===== config.mk =====
export PLATFORM = sky130hd
export DESIGN_NAME = instr_fetch_queue
export DESIGN_NICKNAME = d
export VERILOG_FILES = /design/src/rtl/ooo_pkg.sv /design/src/rtl/ifq_fifo.sv /design/src/rtl/instr_fetch_queue.sv
export SDC_FILE = /design/constraint.sdc
export NUM_CORES = 1
export LEC_CHECK = 0
export BUFFER_PORTS_ARGS = -buffer_cell sky130_fd_sc_hd__buf_2
export CAP_MARGIN = 5
export CORE_MARGIN = 1
export CORE_UTILIZATION = 53
export DETAILED_ROUTE_END_ITERATION = 10
export HOLD_SLACK_MARGIN = 0.1
export PLACE_DENSITY = 0.76
export SYNTH_ARGS = -nofsm -noshare
export SYNTH_HDL_FRONTEND = slang
export SYNTH_HIERARCHICAL = 1
export SYNTH_SLANG_ARGS = --single-unit

===== constraint.sdc =====
create_clock -name clk -period 2.5 [get_ports clk]
set_input_delay 0.5 -clock clk [delete_from_list [all_inputs] [get_ports clk]]
set_output_delay 0.5 -clock clk [all_outputs]
set_load 0.05 [all_outputs]

===== src/rtl/ooo_pkg.sv =====
// ============================================================================
// Module  : ooo_pkg
// Brief   : Shared widths and fetch state encoding for the fetch front end.
// Revision: 1.0
// ============================================================================
`default_nettype none

package ooo_pkg;

    localparam int XLEN        = 32;
    localparam int INSTR_BYTES = 4;

    typedef enum logic [0:0] {
        FETCH_RUN  = 1'b0,
        FETCH_DONE = 1'b1
    } fetch_state_e;

endpackage

`default_nettype wire


===== src/rtl/ifq_fifo.sv =====
// ============================================================================
// Module  : ifq_fifo
// Brief   : DEPTH-entry synchronous FIFO with occupancy count and show-ahead head.
// Revision: 1.0
// ============================================================================
`default_nettype none

module ifq_fifo
    import ooo_pkg::*;
#(
    parameter int DEPTH = 4,
    parameter int WIDTH = 2 * XLEN,
    localparam int PW   = $clog2(DEPTH),
    localparam int CW   = PW + 1
) (
    input  logic             clk,
    input  logic             rstn,
    input  logic             wr_en,
    input  logic [WIDTH-1:0] wr_data,
    input  logic             rd_en,
    output logic [WIDTH-1:0] rd_data,
    output logic [CW-1:0]    count,
    output logic             empty
);

    localparam logic [CW-1:0] FULL_CNT = CW'(DEPTH);

    logic [WIDTH-1:0] mem_q [DEPTH];
    logic [WIDTH-1:0] mem_d [DEPTH];
    logic [PW-1:0]    wr_ptr_q, wr_ptr_d;
    logic [PW-1:0]    rd_ptr_q, rd_ptr_d;
    logic [CW-1:0]    count_q, count_d;
    logic             w_rd_fire;
    logic             w_wr_fire;

    // A write into a full FIFO is accepted when the head leaves in the same cycle.
    assign w_rd_fire = rd_en && (count_q != '0);
    assign w_wr_fire = wr_en && ((count_q != FULL_CNT) || w_rd_fire);

    always_comb begin
        mem_d    = mem_q;
        wr_ptr_d = wr_ptr_q;
        rd_ptr_d = rd_ptr_q;
        if (w_wr_fire) begin
            mem_d[wr_ptr_q] = wr_data;
            wr_ptr_d        = wr_ptr_q + 1'b1;
        end
        if (w_rd_fire) begin
            rd_ptr_d = rd_ptr_q + 1'b1;
        end
        count_d = count_q + CW'(w_wr_fire) - CW'(w_rd_fire);
    end

    always_ff @(posedge clk or negedge rstn) begin
        if (!rstn) begin
            for (int i = 0; i < DEPTH; i++) begin
                mem_q[i] <= '0;
            end
            wr_ptr_q <= '0;
            rd_ptr_q <= '0;
            count_q  <= '0;
        end else begin
            mem_q    <= mem_d;
            wr_ptr_q <= wr_ptr_d;
            rd_ptr_q <= rd_ptr_d;
            count_q  <= count_d;
        end
    end

    assign rd_data = mem_q[rd_ptr_q];
    assign count   = count_q;
    assign empty   = (count_q == '0);

endmodule

`default_nettype wire


===== src/rtl/instr_fetch_queue.sv =====
// ============================================================================
// Module  : instr_fetch_queue
// Brief   : PC generator + instruction queue in front of a 1-cycle memory.
//           Define IFQ_STATS_EN to add the saturating stall_cnt output.
// Revision: 1.0
// ============================================================================
`default_nettype none

module instr_fetch_queue
    import ooo_pkg::*;
#(
    parameter int          DEPTH     = 4,
    parameter logic [31:0] RESET_PC  = 32'h0,
    parameter int          MEM_BYTES = 1024
) (
    input  logic            clk,
    input  logic            rstn,
    output logic [XLEN-1:0] pc_o,
    input  logic [XLEN-1:0] im_instr_i,
    input  logic            im_stop_i,
    output logic            out_valid,
    input  logic            out_ready,
    output logic [XLEN-1:0] out_instr,
    output logic [XLEN-1:0] out_pc,
    output logic            fetch_done
`ifdef IFQ_STATS_EN
    ,
    output logic [31:0]     stall_cnt
`endif
);

    localparam int CW = $clog2(DEPTH) + 1;

    fetch_state_e    state_q, state_d;
    logic [XLEN-1:0] pc_q, pc_d;
    logic            pend_q, pend_d;
    logic            fetch_done_q;

    logic [CW-1:0]   w_count;
    logic            w_empty;
    logic [2*XLEN-1:0] w_head;
    logic            w_pc_ok;
    logic            w_room_ok;
    logic            w_live;
    logic            w_rsp;
    logic            w_enq;
    logic [XLEN-1:0] w_rsp_pc;

    // Widened compare keeps pc + 3 from wrapping near the top of the address space.
    assign w_pc_ok   = ({1'b0, pc_q} + 33'd3) < 33'(MEM_BYTES);
    assign w_room_ok = (w_count + CW'(pend_q)) < CW'(DEPTH);
    assign w_live    = (state_q == FETCH_RUN) && w_pc_ok && w_room_ok;

    // Responses arriving after DONE belong to cancelled requests.
    assign w_rsp     = pend_q && (state_q == FETCH_RUN);
    assign w_enq     = w_rsp && !im_stop_i;
    assign w_rsp_pc  = pc_q - XLEN'(INSTR_BYTES);

    always_comb begin
        pc_d    = pc_q;
        pend_d  = w_live;
        state_d = state_q;
        if (w_live) begin
            pc_d = pc_q + XLEN'(INSTR_BYTES);
        end
        if (state_q == FETCH_RUN) begin
            if (w_rsp && im_stop_i) begin
                state_d = FETCH_DONE;
            end else if (!pend_q && !w_pc_ok) begin
                state_d = FETCH_DONE;
            end
        end
    end

    always_ff @(posedge clk or negedge rstn) begin
        if (!rstn) begin
            state_q      <= FETCH_RUN;
            pc_q         <= RESET_PC;
            pend_q       <= 1'b0;
            fetch_done_q <= 1'b0;
        end else begin
            state_q      <= state_d;
            pc_q         <= pc_d;
            pend_q       <= pend_d;
            fetch_done_q <= (state_d == FETCH_DONE);
        end
    end

    ifq_fifo #(
        .DEPTH (DEPTH),
        .WIDTH (2 * XLEN)
    ) u_fifo (
        .clk     (clk),
        .rstn    (rstn),
        .wr_en   (w_enq),
        .wr_data ({w_rsp_pc, im_instr_i}),
        .rd_en   (out_ready),
        .rd_data (w_head),
        .count   (w_count),
        .empty   (w_empty)
    );

    assign pc_o       = pc_q;
    assign out_valid  = !w_empty;
    assign out_instr  = w_head[XLEN-1:0];
    assign out_pc     = w_head[2*XLEN-1:XLEN];
    assign fetch_done = fetch_done_q;

`ifdef IFQ_STATS_EN
    logic [31:0] stall_cnt_q, stall_cnt_d;

    always_comb begin
        stall_cnt_d = stall_cnt_q;
        if (out_valid && !out_ready && (stall_cnt_q != 32'hFFFF_FFFF)) begin
            stall_cnt_d = stall_cnt_q + 32'd1;
        end
    end

    always_ff @(posedge clk or negedge rstn) begin
        if (!rstn) begin
            stall_cnt_q <= '0;
        end else begin
            stall_cnt_q <= stall_cnt_d;
        end
    end

    assign stall_cnt = stall_cnt_q;
`endif

endmodule

`default_nettype wire


; After elaboration in Yosys (flattened, before gate mapping)
; Cells that the tools add are included.
[word_totals]
ff_bits = 297
latch_bits = 0
mem_bits_rw = 0
romBits = 0
in_bits = 36
output_inout_bits = 98
word_cells = 52
memories = 0
[op_classes]
addsub = 8
n_mul = 0
div = 0
n_lt_le_gt_ge = 5
n_eq_ne = 1
shift = 0
mux = 9
n_bitwise = 3
reduce_logical = 16
[ops]
columns = cell, count
row1 = $bwmux W256, 1
row2 = $mux W64, 3
row3 = $bmux W64 S2, 1
row4 = $demux W64 S2, 1
row5 = $add A32 B2 Y33 const B, 1
row6 = $lt A33 B11 Y1 const B, 1
row7 = $add A32 B3 Y32 const B, 1
row8 = $sub A32 B3 Y32 const B, 1
row9 = $logic_and A1 B1 Y1, 9
row10 = $add A3 B1 Y3, 2
row11 = $ge A3 B3 Y1 const B, 2
row12 = $not A2 Y3, 2
row13 = $add A2 B1 Y2 const B, 2
row14 = $logic_not A1 Y1, 4
row15 = $logic_not A3 Y1, 1
row16 = $lt A3 B1 Y1 const B, 1
row17 = $lt A3 B3 Y1 const B, 1
row18 = $mux W1, 3
row19 = $ne A3 B3 Y1 const B, 1
row20 = $reduce_bool A3 Y1, 1
row21 = $sub A3 B1 Y3, 1
row22 = $logic_or A1 B1 Y1, 1
row23 = $not A1 Y1, 1

; Logic depth before layout (Yosys ltp)
[depth]
depth_word = 7
mapped_depth = 9
mapped_depth_nobuf = 9

; Cells and area by module
; Netlist, hierarchy kept.
[modules_own_cells]
columns = module, instances, cells_each, area_each_um2, seq_area_each_um2
row1 = ifq_fifo, 1, 652, 11493.5, 6581.3
row2 = instr_fetch_queue, 1, 172, 1707.9, 800.8

; Worst setup path before layout
; Ideal clock, no wire load.
[synth_path]
path_type = flip-flop to flip-flop
startpoint = register pc_q[5] (netlist: pc_o[5])
endpoint = register u_fifo/mem_q[127] in the netlist's numbering
setup_time_ns = 0.125
arrival_ns = 2.489
required_time_ns = 2.375
slack_ns = -0.114
stages_incl_launch_ff = 8
path_buffers = 1
synth_period_minus_slack_ns = 2.614
cell_sequence = dfrtp_1 > buf_2 > nor4_1 > nand3_1 > nor3_1 > nand3_1 > xnor2_1 > mux2_2
[synth_via]
elab_chain_cells = 2
[synth_rtl]
columns = item, line_no
row1 = start: declaration, instr_fetch_queue.sv:35  ; logic [XLEN-1:0] pc_q, pc_d;
row2 = start signal: assignment, instr_fetch_queue.sv:83  ; pc_q <= pc_d;
row3 = $sub A32 B3 Y32, instr_fetch_queue.sv:57  ; assign w_rsp_pc = pc_q - XLEN'(INSTR_BYTES);
row4 = via w_rsp_pc[31], instr_fetch_queue.sv:47  ; logic [XLEN-1:0] w_rsp_pc;
row5 = $bwmux W256, ifq_fifo.sv:45  ; mem_d[wr_ptr_q] = wr_data;
row6 = end signal: assignment, ifq_fifo.sv:63  ; mem_q <= mem_d;
row7 = end: declaration, ifq_fifo.sv:28  ; logic [WIDTH-1:0] mem_q [DEPTH];
; The timed path passes the listed nets, and every way through them passes these cells.
; A chain may end at the register's enable or synchronous reset.

; Worst setup path after layout
[layout_path]
startpoint = register u_fifo.rd_ptr_q[0]
endpoint = output out_pc[9]
[layout_via]
elab_chain_cells = 4
[layout_rtl]
columns = item, line_no
row1 = start: declaration, ifq_fifo.sv:31  ; logic [PW-1:0] rd_ptr_q, rd_ptr_d;
row2 = start signal: assignment, ifq_fifo.sv:65  ; rd_ptr_q <= rd_ptr_d;
row3 = $not A2 Y3 (not written as such), ifq_fifo.sv:70  ; assign rd_data = mem_q[rd_ptr_q];
row4 = $bmux W64 S2, ifq_fifo.sv:70
row5 = $mux W64 (not written as such) (2 in series), ifq_fifo.sv:70
row6 = end: declaration, instr_fetch_queue.sv:24  ; output logic [XLEN-1:0] out_pc,
; No other way between the ends. The select of a mux whose other input is x is not followed.

==> metrics <==
largest net degree at the start of global routing=66; CTS Root Cell=clkbuf_16; maximum clock frequency=392 MHz; Adder-Cell Fraction of Synth Area=0.00910; critical path, cell by cell=buf_12, buf_16, mux4_2, buf_6; mux share of post-synthesis cell area=0.328; clock skew=0.0250 ns; Util after Layout=0.664; crit path DAT=2.05 ns; HP Class=in2reg; total CTS buffers=31; Max-Cap Viols=0; Yosys cell types=38; CP max FO=7; Overflow after GRT=0; Area Overhead vs Synth=22.7%; WL per Instance=20.7 µm; WL final=27,700 µm; CP startpoint kind=flip-flop; num rows=57; delay-heaviest family, CP=multiplexers; Die ar.=0.0255 mm²; unrepaired setup endpoints after global routing=yes; Yosys top cell by area=dfrtp_1; CTS Sinks=295; ANT cells=0; gp weighted congestion=0.755; largest cells by area after synthesis=dfrtp_1 (56%), mux2_2 (22%), mux4_2 (11%), buf_6 (2.2%), xnor2_1 (1.3%); worst skew pair latency=0.56 ns; register area share after synthesis=0.559; Worst setup EP type=output port; ys async rst share=1.00; fin nets=1,034; Core ar.=0.0244 mm²; Post-route DRC=0; share of cells above drive strength 1=0.567; # IOs=134; initial antenna violation count=0; CP Launch Point=u_fifo/rd_ptr_q[0]; largest vdd supply drop=0.000389 V; cells after synthesis=824; YS warnings=6; Final Critical Period=2.55 ns; Worst Max-Slew Pin Slew=0.576 ns; drt first-iter violations=307; classification of the worst setup path=reg2out; DRT Pass-1 Iters=5; setup TNS=-1.00 ns; max incr delay on CP=0.55 ns; Synth Area in Simple Gates=0.0353; HP Start=im_instr_i[2]; status=finished with violations; Pleak=8.02 nW; DP HPWL=16,800 µm; CP Buf/Inv Count=3; final hold violation count=0; failing checks=setup timing; Top FF cell, synth=dfrtp_1; ratio of final minimum period to clock period=1.02; CTS max path bufs=3; WP data required=2.00 ns; via count of the first global-routing pass=8,106; Compound-Gate Fraction of Synth Area=0.00237; most common cell in the synthesized netlist=dfrtp_1; Routed Antenna Nets=0; die width=160 µm; Slew HR=0.616; Synth top cells by count=dfrtp_1 (295), mux2_2 (257), mux4_2 (64), buf_6 (26), clkbuf_1 (25); initial core utilization=0.541; Cells after DPL=1,266; via count=7,407; flip-flop and latch area=0.00739 mm²; Setup WS post-layout=-0.0492 ns; fillers=1,715; GRT Overall Usage=0.221; final setup fails=45; drt via density=5.54; Slew Limit Fails=0; Synth Area in XOR/XNOR=0.0259; post-synthesis average cell area=16.0 µm²; PwrDens=595 mW/mm²; first-pass GRT wire length=44,700 µm; Post-synth EDFFs=0; reg-to-reg critical path startpoint=pc_o[24]; Slowest cell on crit path=mux4_2; final cell count without fillers=1,337; H-Tree Depth=1; Clock Pin Slew Worst Setup and Hold Paths=0.06 ns; CTS tree=yes; largest family of logic cells by synthesized area=multiplexers; cell area after synthesis=0.0132 mm²; #FFs+latches synth=295; Port Buffer Count=131; area share of the leading cell type in the synthesized netlist=0.559; die span in y=160 µm; area of the multi-input gates=0.00537 mm²
[cell families (layout without fill, tap and decap cells)]
kind of cell	after synthesis	count (layout)
buffers and inverters	76	256
DFF	295	295
xor gates and xnor gates	39	39
adders and majority gates	9	9
AOI/OAI and AO/OA	4	4
and+or+nand+nor	79	79
other	1	10
muxes	321	321
[layout by cell type (no fill, tap or decap), types with 2 or more instances in the layout]
| master | instances |
|---|---|
| nor4_2 | 2 |
| nor4_1 | 8 |
| nand2_1 | 18 |
| mux2_2 | 257 |
| nor2_4 | 4 |
| clkbuf_16 | 34 |
| buf_4 | 29 |
| clkbuf_8 | 10 |
| or3_1 | 5 |
| buf_6 | 61 |
| buf_8 | 6 |
| xor2_1 | 19 |
| bufinv_16 | 3 |
| buf_16 | 7 |
| clkinv_2 | 5 |
| or4_1 | 2 |
| mux4_2 | 64 |
| xnor2_1 | 20 |
| ha_1 | 8 |
| inv_1 | 9 |
| buf_2 | 66 |
| conb_1 | 10 |
| nand2b_1 | 4 |
| nor3b_1 | 2 |
| nand3_1 | 5 |
| nor2_1 | 12 |
| dfrtp_1 | 293 |
| and3_1 | 3 |
| clkbuf_1 | 7 |
| buf_12 | 17 |
| nor3_1 | 6 |
[path summary, 6_finish.rpt]
| kind | end | depth (start not counted) | slack [ns] |
|---|---|---|---|
| min | u_fifo/mem_q[2] | 2 | 0.22 |
| min reg2reg | pc_o[19] | 0 | 0.44 |
| max reg2reg | u_fifo/mem_q[255] | 6 | 0.09 |
| max in group asynchronous | u_fifo/mem_q[160] | 3 | 1.25 |
| min in group asynchronous | u_fifo/mem_q[195] | 2 | 0.49 |
| max | out_pc[9] | 4 | -0.05 |
[worst reg2reg max path, cell delays in order (launching register included)]
cell     delay, ns
dfrtp_1       0.37
or4_1         0.51
or3_1         0.42
nor3_2        0.33
nand3_1       0.15
xnor2_1       0.20
mux2_2        0.29
[stage by stage]
step,setup slack [ns],hold slack [ns],instance area (µm²),power (W)
after global placement,0.173,0.416,14400,0.00503
after floorplan,0.00235,0.204,13200,0.00488
after detailed placement,0.119,0.436,14400,0.00504
after CTS,-0.0928,0.196,16100,0.00977
after global routing,-0.101,0.214,16200,0.00995
final,-0.0492,0.216,16200,0.00964
[flip-flops by register name, indices dropped and copies added (netlist names)]
signal and count:
u_fifo/count 3, pend_q 1, u_fifo/wr_ptr_q 2, u_fifo/mem_q 256, pc_o 30, u_fifo/rd_ptr_q 2, fetch_done 1
[repair_timing]
| item | 4_1_cts | 5_1_grt |
|---|---|---|
| hold buffers | 1 | 0 |
| pin swaps | 0 | 0 |
| gates cloned | 4 | 3 |
| buffers inserted | 5 | 1 |
| endpoints found under the setup margin | 60 | 68 |
| resized for setup | 137 | 6 |
| hold endpoints to repair | 58 | 0 |
[per-layer routing]
metal | track usage | part of all wire
met5 | 0 | 0
met4 | 0.0377 | 0.010
met3 | 0.0345 | 0.043
met2 | 0.367 | 0.49
met1 | 0.316 | 0.46
[power breakdown]
group / internal [W] / switching (W)
combinational: 0.0000400 / 0.000131
clock: 0.00287 / 0.00182
sequential: 0.00478 / 0
total: 0.00769 / 0.00195
[layout make-up]
type                            instances  area share
Clock buffer                           48      0.0580
Clock inverter                          9     0.00765
Inverter                                9     0.00209
Multi-Input combinational cell        462       0.331
Sequential cell                       295       0.456
Tap cell                              324      0.0250
Timing Repair Buffer                  190       0.120
Power figures use the tool's default switching activity.
